### config.mk
export PLATFORM = sky130hd
export DESIGN_NAME = tv_hscale_720to640
export DESIGN_NICKNAME = d
export VERILOG_FILES = /design/src/rtl/tv_pkg.sv /design/src/rtl/tv_hscale_720to640.sv
export SDC_FILE = /design/constraint.sdc
export NUM_CORES = 1
export LEC_CHECK = 0
export CAP_MARGIN = 0
export CELL_PAD_IN_SITES_DETAIL_PLACEMENT = 1
export CELL_PAD_IN_SITES_GLOBAL_PLACEMENT = 1
export CORE_ASPECT_RATIO = 1.5
export CORE_MARGIN = 2
export CORE_UTILIZATION = 38
export CTS_BUF_LIST = sky130_fd_sc_hd__clkbuf_8
export DETAILED_ROUTE_END_ITERATION = 8
export GPL_TIMING_DRIVEN = 0
export PLACE_DENSITY_LB_ADDON = 0.1
export SLEW_MARGIN = 40
export SYNTH_ARGS = -nofsm -noshare
export SYNTH_HDL_FRONTEND = slang
export SYNTH_SLANG_ARGS = --single-unit
export TNS_END_PERCENT = 5
### constraint.sdc
create_clock -name iCLK -period 3.4 [get_ports iCLK]
set_input_delay 0.51 -clock iCLK [delete_from_list [all_inputs] [get_ports iCLK]]
set_output_delay 0.51 -clock iCLK [all_outputs]
set_load 0.02 [all_outputs]
### src/rtl/tv_pkg.sv
// Shared constants and types for the TV-in capture path.
package tv_pkg;

  localparam int unsigned TV_IN_WIDTH    = 720;
  localparam int unsigned TV_OUT_WIDTH   = 640;
  localparam int unsigned TV_DROP_PERIOD = 9;

  localparam int unsigned TV_X_W  = 10;
  localparam int unsigned TV_PH_W = 4;
  localparam int unsigned TV_C_W  = 8;

  localparam logic [TV_C_W-1:0] C_NEUTRAL = 8'h80;

  typedef enum logic [1:0] {
    IDLE   = 2'd0,
    ACTIVE = 2'd1,
    DONE   = 2'd2
  } hs_state_t;

  // One 4:2:2 sample: luma in the upper byte, alternating Cb/Cr in the lower.
  typedef struct packed {
    logic [TV_C_W-1:0] y;
    logic [TV_C_W-1:0] c;
  } ycc_t;

endpackage

### src/rtl/tv_hscale_720to640.sv
// 720->640 horizontal decimator: drops every ninth sample, re-pairs chroma
// so Cb/Cr alternation follows the output index, and flags broken lines.
module tv_hscale_720to640
  import tv_pkg::*;
(
  input  logic                iCLK,
  input  logic                iRST,
  input  logic [15:0]         iYCbCr,
  input  logic [TV_X_W-1:0]   iX,
  input  logic                iDVAL,
  output logic [15:0]         oYCbCr,
  output logic [TV_X_W-1:0]   oX,
  output logic                oDVAL,
  output logic                oEOL,
  output logic                oLINE_ERR,
  output logic [TV_X_W-1:0]   oLAST_CNT
);

  localparam logic [TV_PH_W-1:0] PH_LAST  = TV_PH_W'(TV_DROP_PERIOD - 1);
  localparam logic [TV_X_W-1:0]  OUT_LAST = TV_X_W'(TV_OUT_WIDTH - 1);
  localparam logic [TV_X_W-1:0]  OUT_CNT  = TV_X_W'(TV_OUT_WIDTH);

  hs_state_t           state, state_nx;
  logic [TV_PH_W-1:0]  phase, phase_nx;
  logic [TV_X_W-1:0]   prev_x, prev_x_nx;
  logic [TV_X_W-1:0]   out_cnt, out_cnt_nx;
  logic [TV_C_W-1:0]   hold_cb, hold_cb_nx;
  logic [TV_C_W-1:0]   hold_cr, hold_cr_nx;
  ycc_t                in_s;
  ycc_t                ycc_nx;
  logic [TV_X_W-1:0]   x_nx;
  logic                dval_nx, eol_nx, err_nx;
  logic [TV_X_W-1:0]   last_nx;

  assign in_s = ycc_t'(iYCbCr);

  // State, counters, chroma hold and registered outputs.
  always_ff @(posedge iCLK or posedge iRST) begin
    if (iRST) begin
      state     <= IDLE;
      phase     <= '0;
      prev_x    <= '0;
      out_cnt   <= '0;
      hold_cb   <= C_NEUTRAL;
      hold_cr   <= C_NEUTRAL;
      oYCbCr    <= '0;
      oX        <= '0;
      oDVAL     <= 1'b0;
      oEOL      <= 1'b0;
      oLINE_ERR <= 1'b0;
      oLAST_CNT <= '0;
    end else begin
      state     <= state_nx;
      phase     <= phase_nx;
      prev_x    <= prev_x_nx;
      out_cnt   <= out_cnt_nx;
      hold_cb   <= hold_cb_nx;
      hold_cr   <= hold_cr_nx;
      oYCbCr    <= 16'(ycc_nx);
      oX        <= x_nx;
      oDVAL     <= dval_nx;
      oEOL      <= eol_nx;
      oLINE_ERR <= err_nx;
      oLAST_CNT <= last_nx;
    end
  end

  // Next-state and output decode.
  always_comb begin
    state_nx   = state;
    phase_nx   = phase;
    prev_x_nx  = prev_x;
    out_cnt_nx = out_cnt;
    hold_cb_nx = hold_cb;
    hold_cr_nx = hold_cr;
    ycc_nx     = ycc_t'(oYCbCr);
    x_nx       = oX;
    dval_nx    = 1'b0;
    eol_nx     = 1'b0;
    err_nx     = 1'b0;
    last_nx    = oLAST_CNT;

    if (iDVAL) begin
      // Chroma hold tracks every valid sample, dropped ones included.
      if (iX[0]) hold_cr_nx = in_s.c;
      else       hold_cb_nx = in_s.c;

      unique case (state)
        IDLE, DONE: begin
          if (iX == '0) begin
            phase_nx   = TV_PH_W'(1);
            out_cnt_nx = '0;
            prev_x_nx  = '0;
            state_nx   = ACTIVE;
          end
        end
        ACTIVE: begin
          if (iX == '0) begin
            err_nx     = 1'b1;
            last_nx    = out_cnt;
            phase_nx   = TV_PH_W'(1);
            out_cnt_nx = '0;
            prev_x_nx  = '0;
          end else if (iX != prev_x + TV_X_W'(1)) begin
            err_nx   = 1'b1;
            last_nx  = out_cnt;
            state_nx = IDLE;
          end else begin
            prev_x_nx = iX;
            phase_nx  = (phase == PH_LAST) ? '0 : phase + TV_PH_W'(1);
            if (phase != '0) begin
              dval_nx  = 1'b1;
              ycc_nx.y = in_s.y;
              ycc_nx.c = out_cnt[0] ? hold_cr_nx : hold_cb_nx;
              x_nx     = out_cnt;
              if (out_cnt == OUT_LAST) begin
                eol_nx   = 1'b1;
                last_nx  = OUT_CNT;
                state_nx = DONE;
              end else begin
                out_cnt_nx = out_cnt + TV_X_W'(1);
              end
            end
          end
        end
        default: state_nx = IDLE;
      endcase
    end
  end

endmodule

==> results of run 1 <==
==> cell usage after synthesis, drive strengths merged (3+ instances only) <==
library cell   n  share of area (%)
a21oi         14                1.7
mux2i          9                2.2
nand3         15                1.8
inv           15                1.4
and3           4               0.60
xor2           6                1.3
ha             4                1.2
dfrtp         79                 47
a32oi          5                1.1
nand2         28                2.5
nor2b          8                1.2
nor2          18                1.6
a31oi          3               0.45
nor4           9                1.7
a211oi         8                1.4
buf            7                1.1
o311ai         4               0.84
xnor2          7                1.5
mux2          42                 13
o221ai         3               0.63
o21ai         10                1.2
nand4          6                1.3
clkbuf        17                1.5
a22o          19                4.0
==> cell families (layout without fill, tap and decap cells) <==
group | Yosys count | after routing | synth area share [%]
and+or+nand+nor | 102 | 102 | 13.3
muxes | 51 | 51 | 15.3
DFF | 81 | 81 | 48.7
AOI/OAI and AO/OA | 82 | 82 | 14.5
xor gates and xnor gates | 13 | 13 | 2.73
adders and majority gates | 5 | 5 | 1.44
buffers and inverters | 39 | 124 | 3.99
==> worst paths after layout <==
kind,slack [ns],end,depth (start not counted),startpoint
worst min register to register,0.51,hold_cr[6],1,hold_cr[6]
max in group asynchronous,2.35,state[0],3,iRST
worst max register to register,0.31,out_cnt[9],9,prev_x[0]
worst max-delay path,0.21,out_cnt[9],10,iX[9]
min in group iCLK,0.51,hold_cr[6],1,hold_cr[6]
worst min-delay path,0.50,oYCbCr[9],2,iRST
==> routing by layer <==
metal	GRT usage (%)	routed length, um	vias up
met5	0	0	-
met4	6.05	175	0
met3	3.88	352	14
met2	34.0	5830	70
met1	23.5	4480	1708
li1	-	-	1534
==> critical path: stages <==
cell,delay [ns]
sky130_fd_sc_hd__clkdlybuf4s50_1,0.53
sky130_fd_sc_hd__xnor2_1,0.16
sky130_fd_sc_hd__or4b_1,0.52
sky130_fd_sc_hd__o31ai_1,0.08
sky130_fd_sc_hd__a31oi_1,0.17
sky130_fd_sc_hd__or4_1,0.55
sky130_fd_sc_hd__clkbuf_1,0.19
sky130_fd_sc_hd__buf_2,0.23
sky130_fd_sc_hd__o41ai_1,0.40
sky130_fd_sc_hd__nand2_1,0.09
==> report_power, final <==
| group | leakage [nW] | switching, mW | internal, mW | total (mW) |
|---|---|---|---|---|
| combinational | 1.08 | 0.220 | 0.157 | 0.376 |
| clock | 0.0981 | 0.355 | 0.354 | 0.709 |
| sequential | 1.08 | 0.0359 | 1.02 | 1.06 |
==> final cells by class <==
| class | instances | area share, % |
|---|---|---|
| buffer | 24 | 2.09 |
| clock buffer | 10 | 2.62 |
| clock inverter | 5 | 1.07 |
| inverter | 15 | 1.17 |
| multi-input combinational | 253 | 37.5 |
| sequential | 81 | 38.6 |
| tap | 144 | 3.43 |
| timing repair buffer | 70 | 13.5 |
==> stage by stage <==
| stage | worst slack, ns | hold WS [ns] | utilization [%] | total power [mW] |
|---|---|---|---|---|
| final | 0.212 | 0.503 | 49.4 | 2.15 |
| after global routing | 0.0279 | 0.523 | 49.4 | 2.26 |
| after CTS | 0.0728 | 0.505 | 49.2 | 2.18 |
| after detailed placement | -0.319 | 0.494 | 47.3 | 1.46 |
| after global placement | -0.593 | 0.486 | 47.0 | 1.44 |
| after floorplan | 0.609 | 0.471 | - | 1.31 |
==> sequential cells by signal, indices dropped and copies added (netlist names) <==
| signal | cells |
|---|---|
| hold_cb | 8 |
| hold_cr | 8 |
| oX | 10 |
| oYCbCr | 16 |
| oLAST_CNT | 10 |
| prev_x | 10 |
| oLINE_ERR | 1 |
| state | 2 |
| oDVAL | 1 |
| out_cnt | 10 |
| phase | 4 |
| oEOL | 1 |
==> what timing repair did <==
action                                  in CTS  in global routing
endpoints found under the setup margin       0                 38
setup buffers                                0                  3
gates resized for setup                      0                  1
==> impl_metrics.sql, run 1 <==
INSERT INTO impl_metrics (metric_group, metric, value, unit) VALUES
('outcome', 'run_status', 'completed', ''),
('place', 'post-place-cells', '584', ''),
('cts', 'cts-buffers-inserted', '9', ''),
('timing', 'slew-limit-headroom', '52.1', '%'),
('die', 'floorplan.die.width', '89.5', 'um'),
('logic_synthesis', 'netlist_instances', '373', ''),
('timing', 'clk_skew', '0.0146', 'ns'),
('die', 'ios', '68', ''),
('die', 'die_h', '132', 'um'),
('timing', 'min_period_over_period', '93.8', '%'),
('cts', 'tritoncts', 'built', ''),
('routing', 'avgViaCountPerCell', '5.52', ''),
('power', 'leakagePower', '2.26', 'nW'),
('cts', 'ctsHtreeMaxLevel', '3', ''),
('setup_path', 'critPathLaunchType', 'primary input', ''),
('timing', 'final_worst_path_period_need', '3.19', 'ns'),
('setup_path', 'critical_path_arrival', '3.43', 'ns'),
('place', 'place_hpwl', '7.90', 'mm'),
('cts', 'clkSlewWorstSetupHoldPaths', '0.08', 'ns'),
('die', 'floorplan.core_area', '10600', 'um^2'),
('cts', 'cts.path.max_buffers', '2', ''),
('timing', 'tightestPinTransition', '0.718', 'ns'),
('cts', 'cts.sinks', '81', ''),
('logic_synthesis', 'synth_warnings', '0', ''),
('layout', 'commonest_cells_after_routing_fill_and_taps_aside', 'sky130_fd_sc_hd__dfrtp_1 (79), sky130_fd_sc_hd__clkdlybuf4s50_1 (66), sky130_fd_sc_hd__nand2_1 (28)', ''),
('setup_path', 'critical_path_class', 'primary input to flop', ''),
('cts', 'cts_hold_buf', '0', ''),
('global_route', 'grt_start_max_net_pins', '50', ''),
('global_route', 'globalRouteTotalUtil', '19.4', '%'),
('cts', 'cts-root-buf', 'sky130_fd_sc_hd__clkbuf_8', ''),
('setup_path', 'critical_path.max_fanout', '10', ''),
('routing', 'drc', '0', ''),
('routing', 'final_wl', '10.8', 'mm'),
('power', 'max-vdd-ir-drop', '227', 'uV'),
('logic_synthesis', 'yosysSeqAreaShare', '48.7', '%'),
('layout', 'finalNetCount', '487', ''),
('timing', 'setup-violations-final', '0', ''),
('routing', 'drtAntennaViolNets', '0', ''),
('logic_synthesis', 'synthDistinctLibCells', '51', ''),
('logic_synthesis', 'postSynthRegisterBits', '81', ''),
('logic_synthesis', 'post_synth_instance_area', '4170', 'um^2'),
('timing', 'timing.final.hold_violations', '0', ''),
('logic_synthesis', 'number_of_synthesized_flops_with_an_enable_pin', '0', ''),
('layout', 'fill_cells', '1159', ''),
('timing', 'clock.fmax', '0.314', 'GHz'),
('place', 'port-buffer-count', '66', ''),
('layout', 'final_instance_count_without_filler_cells', '602', ''),
('setup_path', 'end_kind', 'flop', ''),
('timing', 'report.final.slew_viol_count', '0', ''),
('die', 'core.rowCount', '46', ''),
('global_route', 'antenna_found_initial', '0', ''),
('place', 'routabilityCongestion', '0.783', ''),
('flow_run', 'cap_violations', '0', ''),
('routing', 'drt-pass1-iter-count', '4', ''),
('hold_path', 'hold_path.class', 'primary input to async pin', ''),
('die', 'start_util', '39.1', '%'),
('layout', 'insertedDiodeCount', '0', ''),
('die', 'die_area', '11800', 'um^2'),
('routing', 'average_routed_wire_per_standard_cell', '18.0', 'um'),
('layout', 'final_layout_size_suffix_gt1_share', '16.8', '%'),
('layout', 'design_area', '5260', 'um^2'),
('place', 'placement.cell_area', '5040', 'um^2'),
('setup_path', 'worstPathRequired', '3.64', 'ns'),
('logic_synthesis', 'ys_dominant_reg_cell', 'sky130_fd_sc_hd__dfrtp_1', ''),
('layout', 'multi_input_area', '1970', 'um^2'),
('layout', 'most_frequent_standard_cell_in_the_layout_excluding_fill_and_tap_cells', 'sky130_fd_sc_hd__dfrtp_1', ''),
('layout', 'flow.area_growth_from_synthesis', '26.2', '%'),
('routing', 'vias', '3326', ''),
('global_route', 'grt-ovfl-total', '0', ''),
('logic_synthesis', 'synth_nets', '406', ''),
('global_route', 'grt_pass1_wl', '18.0', 'mm'),
('layout', 'area.sequential', '2030', 'um^2'),
('logic_synthesis', 'ys_async_sr_fraction', '100', '%'),
('logic_synthesis', 'synthesis.area_per_instance', '11.2', 'um^2'),
('timing', 'final_setup_tns', '0', 'ns'),
('cts', 'clk-insertion-delay-late', '0.36', 'ns'),
('timing', 'rsz0062_at_grt', 'false', ''),
('power', 'power_density', '408', 'nW/um^2'),
('routing', 'drt_iter0_markers', '63', ''),
('global_route', 'grt_pass1_vias', '3598', '');
(Power assumes the default switching activity.)
==> run 2: changes to the inputs <==
--- a/config.mk
+++ b/config.mk
@@ -14,7 +14,7 @@
 export CTS_BUF_LIST = sky130_fd_sc_hd__clkbuf_8
 export DETAILED_ROUTE_END_ITERATION = 8
 export GPL_TIMING_DRIVEN = 0
-export PLACE_DENSITY_LB_ADDON = 0.1
+export PLACE_DENSITY = 0.79
 export SLEW_MARGIN = 40
 export SYNTH_ARGS = -nofsm -noshare
 export SYNTH_HDL_FRONTEND = slang
==> run 2 against run 1 <==
  * Cell area increased by 0.17%
  * First-iteration DRC count increased to 2.6 times the previous value
  * Routed wire length decreased by 0.51%
  * Worst setup slack improved by 0.047 ns
  * Non-clock buffer count decreased by 2
  * Clock skew decreased by 0.0029 ns
  * Global-route usage increased by 0.43 points
  * Sequential cell count unchanged
  * Largest cell class unchanged
  * Highest routed layer unchanged
==> impl_metrics.sql, run 2 (synthesis gave the netlist of run 1 again) <==
INSERT INTO impl_metrics (metric_group, metric, value, unit) VALUES
('routing', 'drc', '0', ''),
('cts', 'clkSlewWorstSetupHoldPaths', '0.09', 'ns'),
('global_route', 'grt_pass1_wl', '18.1', 'mm'),
('setup_path', 'critical_path.top_delay_family', 'simple AND/OR/NAND/NOR gates', ''),
('power', 'leakagePower', '2.27', 'nW'),
('routing', 'vias', '3232', ''),
('power', 'power_density', '425', 'nW/um^2'),
('timing', 'report.final.slew_viol_count', '0', ''),
('cts', 'ctsHtreeMaxLevel', '3', ''),
('die', 'ios', '68', ''),
('setup_path', 'critPathLaunchType', 'primary input', ''),
('setup_path', 'worstPathRequired', '3.66', 'ns'),
('die', 'start_util', '39.1', '%'),
('die', 'floorplan.core_area', '10600', 'um^2'),
('timing', 'min_period_over_period', '92.4', '%'),
('setup_path', 'cell_at_the_slowest_stage_of_the_critical_path', 'sky130_fd_sc_hd__or4_1', ''),
('layout', 'commonest_cells_after_routing_fill_and_taps_aside', 'sky130_fd_sc_hd__dfrtp_1 (79), sky130_fd_sc_hd__clkdlybuf4s50_1 (66), sky130_fd_sc_hd__nand2_1 (28)', ''),
('routing', 'drt_iter0_markers', '162', ''),
('power', 'totalPowerFinal', '2.24', 'mW'),
('die', 'die_h', '132', 'um'),
('die', 'core.rowCount', '46', ''),
('global_route', 'antenna_found_initial', '0', ''),
('place', 'routabilityCongestion', '0.849', ''),
('place', 'port-buffer-count', '66', ''),
('cts', 'clk-insertion-delay-late', '0.38', 'ns'),
('setup_path', 'cp_num_buf_inv', '3', ''),
('timing', 'setup-violations-final', '0', ''),
('layout', 'regMostFlops', 'oYCbCr', ''),
('setup_path', 'cpPeakStageDelay', '0.54', 'ns'),
('timing', 'final_worst_path_period_need', '3.14', 'ns'),
('layout', 'multi_input_area', '1970', 'um^2'),
('layout', 'insertedDiodeCount', '0', ''),
('setup_path', 'critical_path.max_fanout', '10', ''),
('timing', 'clock.fmax', '0.318', 'GHz'),
('cts', 'cts-root-buf', 'sky130_fd_sc_hd__clkbuf_8', ''),
('layout', 'most_frequent_standard_cell_in_the_layout_excluding_fill_and_tap_cells', 'sky130_fd_sc_hd__dfrtp_1', ''),
('place', 'place_hpwl', '7.80', 'mm'),
('setup_path', 'critical_path_arrival', '3.40', 'ns'),
('layout', 'area.sequential', '2030', 'um^2'),
('setup_path', 'critical_path_class', 'primary input to flop', ''),
('timing', 'timing.final.hold_violations', '0', ''),
('timing', 'setup_slack', '0.260', 'ns'),
('layout', 'flow.area_growth_from_synthesis', '26.4', '%'),
('timing', 'tightestPinTransition', '0.698', 'ns'),
('cts', 'cts.sinks', '81', ''),
('outcome', 'run_status', 'completed', ''),
('power', 'max-vdd-ir-drop', '179', 'uV'),
('cts', 'cts.path.max_buffers', '2', ''),
('routing', 'drt-pass1-iter-count', '4', ''),
('setup_path', 'end_kind', 'flop', ''),
('cts', 'cts-buffers-inserted', '9', ''),
('layout', 'fill_cells', '1170', ''),
('layout', 'final_layout_size_suffix_gt1_share', '16.2', '%'),
('routing', 'drtAntennaViolNets', '0', ''),
('die', 'die_area', '11800', 'um^2'),
('timing', 'slew-limit-headroom', '53.4', '%'),
('global_route', 'grt-ovfl-total', '0', ''),
('global_route', 'grt_pass1_vias', '3576', ''),
('routing', 'final_wl', '10.8', 'mm'),
('cts', 'tritoncts', 'built', ''),
('flow_run', 'cap_violations', '0', ''),
('global_route', 'grt_start_max_net_pins', '61', ''),
('timing', 'clk_skew', '0.0117', 'ns'),
('routing', 'avgViaCountPerCell', '5.39', ''),
('timing', 'rsz0062_at_grt', 'false', ''),
('routing', 'average_routed_wire_per_standard_cell', '18.0', 'um'),
('setup_path', 'worst_path_cell_trace', 'clkdlybuf4s50_1 > xnor2_1 > or4b_1 > o31ai_1 > a31oi_1 > or4_1 > clkbuf_1 > buf_2 > o41ai_1 > nand2_1', ''),
('global_route', 'globalRouteTotalUtil', '19.9', '%'),
('die', 'floorplan.die.width', '89.5', 'um'),
('cts', 'cts_hold_buf', '0', ''),
('hold_path', 'hold_path.class', 'primary input to async pin', ''),
('layout', 'number_of_flip_flops_in_the_largest_register', '16', ''),
('place', 'detailedPlace.worstSlack', '-0.264', 'ns'),
('layout', 'finalNetCount', '485', '');
## run 2: changes by cell type in the layout (fill, tap and decap cells not counted), sizes merged
cell    before  now
inv         15   17
bufinv       1    2
clkinv       3    0
buf         11    9
## run 2: worst reg2reg max path, stage by stage (launching register included)
cell,delay [ns]
sky130_fd_sc_hd__dfrtp_1,0.48
sky130_fd_sc_hd__ha_1,0.29
sky130_fd_sc_hd__nand2_1,0.14
sky130_fd_sc_hd__nor4b_1,0.28
sky130_fd_sc_hd__o2111ai_1,0.26
sky130_fd_sc_hd__nor4_4,0.65
sky130_fd_sc_hd__nand4_4,0.33
sky130_fd_sc_hd__buf_6,0.27
sky130_fd_sc_hd__mux2_4,0.32
## run 2: final timing paths
| kind | from | end | slack, ns | depth (start not counted) |
|---|---|---|---|---|
| worst max register to register | prev_x[0] | oYCbCr[4] | 0.28 | 8 |
| worst min-delay path | iRST | oYCbCr[9] | 0.44 | 2 |
| worst min register to register | oLAST_CNT[4] | oLAST_CNT[4] | 0.51 | 1 |
| worst max-delay path | iX[9] | out_cnt[9] | 0.26 | 10 |
| max in group asynchronous | iRST | hold_cb[7] | 2.34 | 3 |
| min in group iCLK | oLAST_CNT[4] | oLAST_CNT[4] | 0.51 | 1 |
## run 2: cell type report
class / count / share of cell area [%]
flip-flops and latches: 81 / 38.5
repair buffers: 68 / 13.2
clock buffers: 10 / 2.61
multi-input cells: 253 / 37.5
plain buffers: 24 / 2.09
well taps: 144 / 3.42
clock inverters: 5 / 1.52
inverters: 15 / 1.16
## run 2: what timing repair did
action / CTS / global route
resized for setup: 0 / 2
setup buffers: 0 / 1
setup endpoints to repair: 0 / 40
## run 2: routing by layer
metal	part of all wire, %	GRT usage (%)	up-vias
li1	-	-	1540
met4	2.4	10.2	0
met1	42	24.3	1615
met3	2.1	2.57	18
met2	53	33.3	59
met5	0	0	-
## run 2: per-stage QoR
stage / utilization (%) / setup TNS [ns] / hold slack (ns) / cell area, um^2 / cells
6_report: 49.5 / 0 / 0.437 / 5270 / 600
5_1_grt: 49.5 / 0 / 0.454 / 5270 / 600
4_1_cts: 49.4 / 0 / 0.443 / 5260 / 599
3_5_place_dp: 47.3 / -9.08 / 0.493 / 5040 / 584
3_3_place_gp: 47.0 / -48.94 / 0.486 / 5010 / 583
2_1_floorplan: - / 0 / 0.471 / 4170 / 373
## run 2: power by group
group	total [mW]	switching, mW	leakage (nW)	internal, mW
sequential	1.06	0.0351	1.08	1.02
combinational	0.381	0.224	1.07	0.157
clock	0.799	0.370	0.110	0.430
==> run 3: changes to the inputs <==
--- a/config.mk
+++ b/config.mk
@@ -13,9 +13,10 @@
 export CORE_UTILIZATION = 38
 export CTS_BUF_LIST = sky130_fd_sc_hd__clkbuf_8
 export DETAILED_ROUTE_END_ITERATION = 8
+export GPL_ROUTABILITY_DRIVEN = 0
 export GPL_TIMING_DRIVEN = 0
+export HOLD_SLACK_MARGIN = 0.15
 export PLACE_DENSITY = 0.79
-export SLEW_MARGIN = 40
 export SYNTH_ARGS = -nofsm -noshare
 export SYNTH_HDL_FRONTEND = slang
 export SYNTH_SLANG_ARGS = --single-unit
==> run 3 against run 2 <==
  * Clock skew decreased by 0.0035 ns
  * Highest routed layer unchanged
  * Critical path type unchanged
  * Largest cell class unchanged
  * Cell area decreased by 1.2%
  * First-iteration DRC count decreased by 28%
  * Worst setup slack got worse by 0.025 ns
  * Routed wire length decreased by 0.19%
  * Largest power group unchanged
==> impl_metrics.sql, run 3 (synthesis gave the netlist of run 1 again) <==
INSERT INTO impl_metrics (metric_group, metric, value, unit) VALUES
('layout', 'finalNetCount', '485', ''),
('setup_path', 'critical_path.max_fanout', '8', ''),
('layout', 'area.sequential', '2030', 'um^2'),
('global_route', 'grt_pass1_wl', '18.2', 'mm'),
('layout', 'commonest_cells_after_routing_fill_and_taps_aside', 'sky130_fd_sc_hd__dfrtp_1 (79), sky130_fd_sc_hd__clkdlybuf4s50_1 (66), sky130_fd_sc_hd__nand2_1 (28)', ''),
('outcome', 'run_status', 'completed', ''),
('routing', 'drt-pass1-iter-count', '4', ''),
('layout', 'number_of_flip_flops_in_the_largest_register', '16', ''),
('routing', 'drtAntennaViolNets', '0', ''),
('timing', 'final_setup_tns', '0', 'ns'),
('timing', 'timing.final.hold_violations', '0', ''),
('layout', 'regMostFlops', 'oYCbCr', ''),
('routing', 'final_wl', '10.8', 'mm'),
('timing', 'final_worst_path_period_need', '3.17', 'ns'),
('layout', 'fill_cells', '1183', ''),
('die', 'ios', '68', ''),
('cts', 'clkSlewWorstSetupHoldPaths', '0.09', 'ns'),
('hold_path', 'hold_path.class', 'primary input to async pin', ''),
('global_route', 'antenna_found_initial', '0', ''),
('cts', 'cts.sinks', '81', ''),
('layout', 'multi_input_area', '1970', 'um^2'),
('place', 'detailedPlace.worstSlack', '-0.266', 'ns'),
('timing', 'report.final.slew_viol_count', '0', ''),
('die', 'core.rowCount', '46', ''),
('die', 'start_util', '39.1', '%'),
('die', 'die_area', '11800', 'um^2'),
('setup_path', 'worstPathRequired', '3.70', 'ns'),
('setup_path', 'critical_path_arrival', '3.47', 'ns'),
('power', 'max-vdd-ir-drop', '179', 'uV'),
('flow_run', 'cap_violations', '0', ''),
('power', 'totalPowerFinal', '2.06', 'mW'),
('cts', 'clk-insertion-delay-late', '0.37', 'ns'),
('routing', 'drt_iter0_markers', '117', ''),
('layout', 'flow.area_growth_from_synthesis', '24.9', '%'),
('setup_path', 'end_kind', 'flop', ''),
('die', 'floorplan.die.width', '89.5', 'um'),
('cts', 'cts_setup_buffers', '0', ''),
('power', 'power_density', '396', 'nW/um^2'),
('global_route', 'globalRouteTotalUtil', '19.8', '%'),
('routing', 'average_routed_wire_per_standard_cell', '18.0', 'um'),
('cts', 'cts-root-buf', 'sky130_fd_sc_hd__clkbuf_8', ''),
('timing', 'setup-violations-final', '0', ''),
('layout', 'final_layout_size_suffix_gt1_share', '16.0', '%'),
('setup_path', 'critical_path_class', 'primary input to flop', ''),
('timing', 'clock.fmax', '0.316', 'GHz'),
('place', 'port-buffer-count', '66', ''),
('cts', 'ctsHtreeMaxLevel', '3', ''),
('timing', 'min_period_over_period', '93.1', '%'),
('die', 'die_h', '132', 'um'),
('timing', 'rsz0062_at_grt', 'false', ''),
('timing', 'slew-limit-headroom', '54.3', '%'),
('die', 'floorplan.core_area', '10600', 'um^2'),
('cts', 'cts-buffers-inserted', '9', ''),
('power', 'leakagePower', '2.23', 'nW'),
('cts', 'cts.path.max_buffers', '2', ''),
('layout', 'most_frequent_standard_cell_in_the_layout_excluding_fill_and_tap_cells', 'sky130_fd_sc_hd__dfrtp_1', ''),
('routing', 'avgViaCountPerCell', '5.45', ''),
('cts', 'cts_resized', '0', ''),
('timing', 'clk_skew', '0.00820', 'ns'),
('global_route', 'grt_start_max_net_pins', '63', ''),
('layout', 'final_instance_count_without_filler_cells', '599', ''),
('routing', 'vias', '3264', ''),
('place', 'post-place-cells', '584', ''),
('global_route', 'grt-ovfl-total', '0', ''),
('setup_path', 'critPathLaunchType', 'primary input', ''),
('layout', 'insertedDiodeCount', '0', ''),
('global_route', 'grt_pass1_vias', '3619', ''),
('cts', 'tritoncts', 'built', ''),
('timing', 'tightestPinTransition', '0.686', 'ns'),
('routing', 'drc', '0', ''),
('cts', 'cts_hold_buf', '0', ''),
('timing', 'setup_slack', '0.234', 'ns'),
('place', 'place_hpwl', '7.81', 'mm');
## run 3: cell type report
type / instances / share of cell area, %
clock inverters: 5 / 0.649
flip-flops and latches: 81 / 39.0
clock buffers: 9 / 2.38
inverters: 15 / 1.13
multi-input cells: 253 / 37.9
repair buffers: 68 / 13.4
plain buffers: 24 / 2.12
well taps: 144 / 3.46
## run 3: metal layers
metal	global-route usage (%)	wire, um	up-vias
met5	0	0	-
met4	9.12	305	0
met3	2.69	235	25
met2	34.4	5790	58
met1	23.3	4430	1650
li1	-	-	1531
## run 3: final timing paths
check,from,end,slack (ns),cells after the start
max,iX[9],prev_x[1],0.23,9
min,iRST,oYCbCr[9],0.44,2
max reg2reg,prev_x[0],oYCbCr[4],0.29,8
min reg2reg,oLAST_CNT[4],oLAST_CNT[4],0.51,1
max in group asynchronous,iRST,hold_cr[7],2.34,3
min in group iCLK,oLAST_CNT[4],oLAST_CNT[4],0.51,1
## run 3: power breakdown
part / internal (mW) / total [mW] / switching, mW
sequential: 1.02 / 1.06 / 0.0346
combinational: 0.157 / 0.379 / 0.223
clock: 0.257 / 0.624 / 0.367
## run 3: through the flow
step	hold slack, ns	instance area [um^2]	utilization (%)
2_1_floorplan	0.471	4170	-
5_1_grt	0.461	5200	48.9
6_report	0.436	5200	48.9
3_3_place_gp	0.486	5010	47.0
3_5_place_dp	0.493	5040	47.3
4_1_cts	0.444	5200	48.8
## run 3: worst max-delay path: stages
cell and delay (ns):
sky130_fd_sc_hd__clkdlybuf4s50_1 0.53, sky130_fd_sc_hd__xnor2_1 0.16, sky130_fd_sc_hd__or4b_1 0.52, sky130_fd_sc_hd__o31ai_1 0.08, sky130_fd_sc_hd__a31oi_1 0.18, sky130_fd_sc_hd__or4_1 0.54
sky130_fd_sc_hd__clkbuf_1 0.16, sky130_fd_sc_hd__nor2_1 0.54, sky130_fd_sc_hd__a22o_1 0.25
